<file path="src/rtl/emmc_ddr_rx_packer.sv">
// rtl/emmc_ddr_rx_packer.sv - eMMC DDR 8-lane receive packer
// Finds block start bits, packs payload byte pairs into 32-bit FIFO words, checks end bits.
module emmc_ddr_rx_packer #(
  parameter int BLOCK_BYTES    = 512,
  parameter int CRC_CYCLES     = 16,
  parameter int TIMEOUT_CYCLES = 65535
) (
  input  logic        i_clock,
  input  logic        i_reset,
  input  logic        i_start,
  input  logic        i_abort,
  input  logic [15:0] i_blk_cnt,
  input  logic [7:0]  i_iddr_q1,
  input  logic [7:0]  i_iddr_q2,
  input  logic        i_fifo_full,
  output logic [31:0] o_fifo_data_out,
  output logic        o_fifo_wr_en,
  output logic        o_busy,
  output logic        o_done,
  output logic        o_timeout_err,
  output logic        o_end_bit_err,
  output logic        o_overflow_err
);

  localparam int PAIRS = BLOCK_BYTES / 2;
  localparam int PW = (PAIRS > 1) ? $clog2(PAIRS) : 1;
  localparam int CW = (CRC_CYCLES > 1) ? $clog2(CRC_CYCLES) : 1;
  localparam int TW = (TIMEOUT_CYCLES > 1) ? $clog2(TIMEOUT_CYCLES) : 1;
  localparam logic [PW-1:0] PAIR_LAST = PW'(PAIRS - 1);
  localparam logic [CW-1:0] CRC_LAST  = CW'(CRC_CYCLES - 1);
  localparam logic [TW-1:0] TMO_LAST  = TW'(TIMEOUT_CYCLES - 1);

  typedef enum logic [2:0] {
    S_IDLE,
    S_WAIT_START,
    S_DATA,
    S_CRC,
    S_ENDBIT
  } state_t;

  state_t        r_state;
  state_t        w_next;
  logic [15:0]   r_blocks_left;
  logic [TW-1:0] r_tmo_cnt;
  logic [PW-1:0] r_pair_cnt;
  logic [CW-1:0] r_crc_cnt;
  logic          r_phase;
  logic [15:0]   r_word_hi;
  logic [31:0]   r_wr_data;
  logic          r_wr_pend;
  logic          r_done;
  logic          r_timeout_err;
  logic          r_end_bit_err;
  logic          r_overflow_err;
  logic          w_start_bit;
  logic          w_end_ok;

  assign w_start_bit = (i_iddr_q1 == 8'h00) && (i_iddr_q2 == 8'h00);
  assign w_end_ok    = (i_iddr_q1 == 8'hFF) && (i_iddr_q2 == 8'hFF);

  always_ff @(posedge i_clock or posedge i_reset) begin
    if (i_reset) r_state <= S_IDLE;
    else         r_state <= w_next;
  end

  always_comb begin
    w_next = r_state;
    case (r_state)
      S_IDLE:       if (i_start && (i_blk_cnt != 16'd0)) w_next = S_WAIT_START;
      S_WAIT_START: begin
        if (w_start_bit)                  w_next = S_DATA;
        else if (r_tmo_cnt == TMO_LAST)   w_next = S_IDLE;
      end
      S_DATA:       if (r_pair_cnt == PAIR_LAST) w_next = S_CRC;
      S_CRC:        if (r_crc_cnt == CRC_LAST)   w_next = S_ENDBIT;
      S_ENDBIT:     w_next = (r_blocks_left == 16'd1) ? S_IDLE : S_WAIT_START;
      default:      w_next = S_IDLE;
    endcase
    if (i_abort) w_next = S_IDLE;
  end

  // The write strobe trails the packed word by one cycle; fifo_full is judged in that cycle.
  always_ff @(posedge i_clock or posedge i_reset) begin
    if (i_reset) begin
      r_blocks_left  <= '0;
      r_tmo_cnt      <= '0;
      r_pair_cnt     <= '0;
      r_crc_cnt      <= '0;
      r_phase        <= 1'b0;
      r_word_hi      <= '0;
      r_wr_data      <= '0;
      r_wr_pend      <= 1'b0;
      r_done         <= 1'b0;
      r_timeout_err  <= 1'b0;
      r_end_bit_err  <= 1'b0;
      r_overflow_err <= 1'b0;
    end else begin
      r_done     <= 1'b0;
      r_wr_pend  <= 1'b0;
      r_tmo_cnt  <= (r_state == S_WAIT_START) ? r_tmo_cnt + TW'(1) : '0;
      r_pair_cnt <= (r_state == S_DATA) ? r_pair_cnt + PW'(1) : '0;
      r_crc_cnt  <= (r_state == S_CRC) ? r_crc_cnt + CW'(1) : '0;
      r_phase    <= (r_state == S_DATA) ? ~r_phase : 1'b0;
      if (r_wr_pend && i_fifo_full) r_overflow_err <= 1'b1;
      case (r_state)
        S_IDLE: begin
          if (i_start) begin
            r_timeout_err  <= 1'b0;
            r_end_bit_err  <= 1'b0;
            r_overflow_err <= 1'b0;
            if (i_blk_cnt == 16'd0) r_done <= 1'b1;
            else                    r_blocks_left <= i_blk_cnt;
          end
        end
        S_WAIT_START: begin
          if (!i_abort && !w_start_bit && (r_tmo_cnt == TMO_LAST)) r_timeout_err <= 1'b1;
        end
        S_DATA: begin
          if (!i_abort) begin
            if (r_phase) begin
              r_wr_pend <= 1'b1;
              r_wr_data <= {r_word_hi, i_iddr_q1, i_iddr_q2};
            end else begin
              r_word_hi <= {i_iddr_q1, i_iddr_q2};
            end
          end
        end
        S_ENDBIT: begin
          if (!i_abort) begin
            if (!w_end_ok) r_end_bit_err <= 1'b1;
            r_blocks_left <= r_blocks_left - 16'd1;
            if (r_blocks_left == 16'd1) r_done <= 1'b1;
          end
        end
        default: ;
      endcase
    end
  end

  assign o_fifo_data_out = r_wr_data;
  assign o_fifo_wr_en    = r_wr_pend && !i_fifo_full;
  assign o_busy          = (r_state != S_IDLE);
  assign o_done          = r_done;
  assign o_timeout_err   = r_timeout_err;
  assign o_end_bit_err   = r_end_bit_err;
  assign o_overflow_err  = r_overflow_err;

endmodule

</file>
<file path="config.mk">
export PLATFORM = sky130hd
export DESIGN_NAME = emmc_ddr_rx_packer
export DESIGN_NICKNAME = d
export VERILOG_FILES = /design/src/rtl/emmc_ddr_rx_packer.sv
export SDC_FILE = /design/constraint.sdc
export NUM_CORES = 1
export LEC_CHECK = 0
export ABC_AREA = 1
export ABC_CLOCK_PERIOD_IN_PS = 9200
export BUFFER_PORTS_ARGS = -buffer_cell sky130_fd_sc_hd__clkbuf_2
export CAP_MARGIN = 20
export CORE_MARGIN = 2
export CORE_UTILIZATION = 45
export CTS_CLUSTER_DIAMETER = 50
export DETAILED_ROUTE_END_ITERATION = 8
export PLACE_DENSITY_LB_ADDON = 0.2
export SYNTH_ARGS = -nofsm -noshare
export SYNTH_HDL_FRONTEND = slang
export SYNTH_SLANG_ARGS = --single-unit
</file>
<file path="constraint.sdc">
create_clock -name i_clock -period 9.2 [get_ports i_clock]
set_input_delay 1.38 -clock i_clock [delete_from_list [all_inputs] [get_ports i_clock]]
set_output_delay 1.38 -clock i_clock [all_outputs]
set_load 0.01 [all_outputs]
</file>
# --- Yosys cells after proc, flatten, opt, wreduce, memory -nomap -nowiden ---
# Cells that the tools add are included.
totals:
  elab_cells: 95
  out_inout_bits: 38
  inputBits: 37
  regBits: 101
classes:
  reduce_logical: 24
  bitwise: 2
  mux: 33
  eq_ne: 19
  add_sub_neg: 4
ops:
  columns: ["operator", "count"]
  rows:
  - ["2-to-1 mux 16 bit", 4]
  - ["one-hot mux 16 bit (2 select lines)", 1]
  - ["equality test 8 bit, second input constant", 3]
  - ["2-to-1 mux 3 bit", 6]
  - ["adder 16 x 1 -> 16 bit, second input constant", 1]
  - ["equality test 16 x 1 -> 1 bit, second input constant", 1]
  - ["equality test 16 bit, second input constant", 1]
  - ["logical NOT 16 bit", 1]
  - ["logical NOT 8 bit", 2]
  - ["2-to-1 mux 1 bit", 16]
  - ["nonzero test 16 bit", 1]
  - ["subtractor 16 x 1 -> 16 bit, second input constant", 1]
  - ["one-hot mux 3 bit (5 select lines)", 1]
  - ["AND reduction 4 bit", 3]
  - ["!= test 3 bit, second input constant", 3]
  - ["AND reduction 3 bit", 3]
  - ["adder 8 x 1 -> 8 bit, second input constant", 1]
  - ["2-to-1 mux 8 bit", 1]
  - ["!= test 2 bit, second input constant", 4]
  - ["logical AND 1 bit", 7]
  - ["equality test 3 x 2 -> 1 bit, second input constant", 2]
  - ["one-hot mux 1 bit (2 select lines)", 3]
  - ["adder 4 x 1 -> 4 bit, second input constant", 1]
  - ["equality test 4 bit, second input constant", 1]
  - ["other kinds (10)", 14]

# --- Longest topological paths before layout ---
depth:
  depth_word: 7
  ltp_mapped: 11
  ltp_nobuf: 11

# --- Least setup slack after synthesis ---
# Ideal clock, no wire load.
synth_path:
  kind: "input to output"
  start: "in i_fifo_full"
  end: "out o_fifo_wr_en"
  path_buffers: 0
  arrival_ps: 1549
  required_time_ps: 7820
  setup_slack_ps: 6271
  stages: 1
  path_cell_list: "nor2_1"
synth_via:
  elab_chain_cells: 2
synth_rtl:
  columns: ["item", "line_no", "text"]
  rows:
  - ["start: declaration", "15", "input logic i_fifo_full,"]
  - ["logical NOT 1 bit", "141", "assign o_fifo_wr_en = r_wr_pend && !i_fifo_full;"]
  - ["logical AND 1 bit", "141", null]
  - ["end: declaration", "17", "output logic o_fifo_wr_en,"]
# Every way passes these cells.

# --- Worst setup path after layout ---
# Same ends and word-level chain as after synthesis.

==> impl_metrics.csv <==
group,metric,value,unit
timing,skew,0.0102,ns
critical_path,cp-end-kind,"output pin",
global_routing,antenna_found_initial,0,
status,outcome,"finished clean",
synthesis,synth_mux_area_share,0,%
synthesis,synth_top_area_share,50.9,%
timing,maxSlewViolCount,0,
synthesis,ys_seq_area_share,50.9,%
place,dp_hpwl,7700,microns
drt,first_iter_violations,151,
layout,final_area,5600,sq um
timing,fmax,0.326,GHz
pwr,irDropWorstVdd,111,uV
synthesis,synth_ff_type,"dfrtp_1",
place,gp_congestion,0.883,
floorplan,initial_core_util,46.0,%
clock_tree,clk_pin_slew,0.09,ns
floorplan,dieArea,11900,sq um
synthesis,synth-seq-cells,101,
clock_tree,h-tree-depth,3,
drt,drt-wirelength-per-cell,12.2,microns
pwr,swShare,31.2,%
layout,layout-drive-gt1-share,15.9,%
pwr,pwr_density_cell,179,nW/um^2
synthesis,synthXorXnorAreaFrac,1.06,%
synthesis,syn-num-nets,683,
timing,post-route-period-util,33.3,%
clock_tree,cts_sinks,101,
synthesis,synthArstFlopShare,100,%
pwr,pwr-share-seq,53.8,%
synthesis,synth_area_leaders,"dfrtp_1 (51%), nand2_1 (16%), nor2_1 (6.8%)",
synthesis,synth-edff-count,0,
clock_tree,cts_buffer_depth,2,
critical_path,required,7.82,ns
global_routing,gr-total-overflow,0,
critical_path,crit_arrival,1.69,ns
layout,syn2layout_area_growth,12.9,%
global_routing,grt_max_degree,60,
synthesis,synth-compound-area-share,9.15,%
drt,drt-pass1-iter-count,5,
hold_path,hold_class,"reg -> reg",
pwr,power.switching,0.313,mW
place,port_buffers,74,
drt,via_count,4144,
timing,worst_slew_pin_slew,0.862,ns
synthesis,yosys.area_share.simple,29.7,%
synthesis,syn_inst,640,
place,post-place-ws,6.13,ns
pwr,p_leak,2.92,nW
pwr,p_int,0.690,mW
synthesis,syn_area,4960,sq um
pwr,power_frac_comb,19.2,%
timing,fin_ws,6.13,ns
critical_path,path_class,"in -> out",
timing,setup_tns,0,ns
layout,final_util,51.9,%
timing,hold_viol,0,
clock_tree,cts_buffers,9,
place,postPlaceCellArea,5420,sq um
floorplan,io_pins,75,
clock_tree,cts_tree,"yes",
clock_tree,insertion_delay,0.37,ns
critical_path,critPathMaxFanout,2,
floorplan,die_w,109,microns
drt,drc,0,
floorplan,num_rows,38,
drt,vias_per_cell,4.85,
global_routing,grt_pass1_wl,17700,microns
pwr,power_frac_clock,26.9,%
drt,drt_wl_total,10400,microns
synthesis,synth.avg_cell_area,7.76,sq um
clock_tree,clock-root-buffer,"clkbuf_8",
synthesis,yosys.area.top_type,"dfrtp_1",
synthesis,synthAdderAreaFrac,1.51,%
timing,slew_headroom,42.4,%
drt,ant_nets,0,
clock_tree,holdBufCountCts,0,
layout,final_nets,754,
synthesis,ys_types,30,
timing,rsz0062_at_grt,"false",
layout,n_antenna_cell,0,
timing,final.min_clock_period,3.07,ns
clock_tree,post_cts_buffers,0,
synthesis,yosys_warnings,0,
floorplan,dieHeight,109,microns
global_routing,grtUsageTotal,18.9,%
timing,setup_viol,0,
critical_path,startpoint_type,"input pin",
floorplan,core-area,10800,sq um
flow_run,max-cap-violations,0,
clock_tree,post_cts_resized,0,
synthesis,synth_top_family_by_area,"simple AND/OR/NAND/NOR gates",
global_routing,grt_pass1_vias,3887,
-- worst paths after layout --
check                                             from                               to  slack, ns  cells past startpoint
worst max-delay path                       i_fifo_full                     o_fifo_wr_en       6.13                      3
worst min-delay path                 r_phase$_DFF_PP0_                r_phase$_DFF_PP0_       0.43                      1
worst max register to register  r_state[1]$_DFFE_PP0P_     r_blocks_left[7]$_DFFE_PP0P_       6.68                      9
worst min register to register       r_phase$_DFF_PP0_                r_phase$_DFF_PP0_       0.43                      1
max in group asynchronous                      i_reset  o_fifo_data_out[25]$_DFFE_PP0P_       7.01                      3
min in group asynchronous                      i_reset  o_fifo_data_out[17]$_DFFE_PP0P_       1.04                      2
-- critical path: stages --
cell and delay, ns:
clkbuf_2 0.09, nor2_1 0.09, clkbuf_2 0.13
-- area by class of cell --
type,count,area (sq um)
inverters,75,287
clock buffers,11,131
well taps,140,175
clock inverters,4,50.0
repair buffers,75,378
multi-input cells,449,2060
fillers,1035,5190
flip-flops and latches,101,2530
-- registers in the layout (all words and copies together) (netlist names), 3 cells and up --
register / count
r_blocks_left: 16
r_tmo_cnt: 16
r_state: 3
r_word_hi: 16
r_crc_cnt: 4
r_pair_cnt: 8
o_fifo_data_out: 32
-- cells in the final DEF (no fill, tap or decap), drive strengths merged, types with 2 or more instances in the layout --
master	netlist	final
a21oi	17	17
clkbuf	7	85
clkinvlp	0	2
dfrtp	101	101
ha	6	6
inv	75	75
nand2	207	207
nand3	33	33
nand4	6	6
nor2	94	94
nor3	5	5
nor3b	4	4
nor4	4	4
o21ai	62	62
or2	2	2
xnor2	3	3
xor2	3	3
-- per-layer routing --
metal | GRT usage (%) | vias up | wire length, microns
met5 | 0 | - | 0
met4 | 5.95 | 0 | 179
met3 | 3.77 | 13 | 462
met2 | 30.7 | 90 | 4900
met1 | 25.6 | 1891 | 4880
li1 | - | 2150 | -
-- synthesized netlist by cell type, types with 5 or more instances --
master    count
nand2_1     207
dfrtp_1     101
nor2_1       90
inv_1        69
o21ai_0      48
nand3_1      32
a21oi_1      17
o21ai_2      12
clkbuf_1      7
ha_1          6
nand4_1       6
buf_6         5
inv_2         5
nor3_1        5
-- power groups by stage --
stage	Sequential, mW	Combinational (mW)	Clock (mW)
2_1_floorplan	0.542	0.143	0
3_3_place_gp	0.547	0.187	0
3_5_place_dp	0.548	0.193	0
4_1_cts	0.540	0.195	0.279
5_1_grt	0.549	0.225	0.299
6_report	0.540	0.193	0.270
-- kinds of logic after synthesis --
family / after synthesis
fa+ha+maj: 6
simple gates: 356
buf+inv: 90
flops: 101
xor+xnor: 6
compound gates: 81
-- metrics by stage --
step	std cells	hold slack [ns]	total power [mW]
global route	855	0.438	1.07
floorplan	640	0.403	0.685
CTS	855	0.430	1.01
global placement	840	0.415	0.734
detailed placement	840	0.417	0.741
finish	855	0.429	1.00
Note: power is estimated with default switching activity, not from simulation.
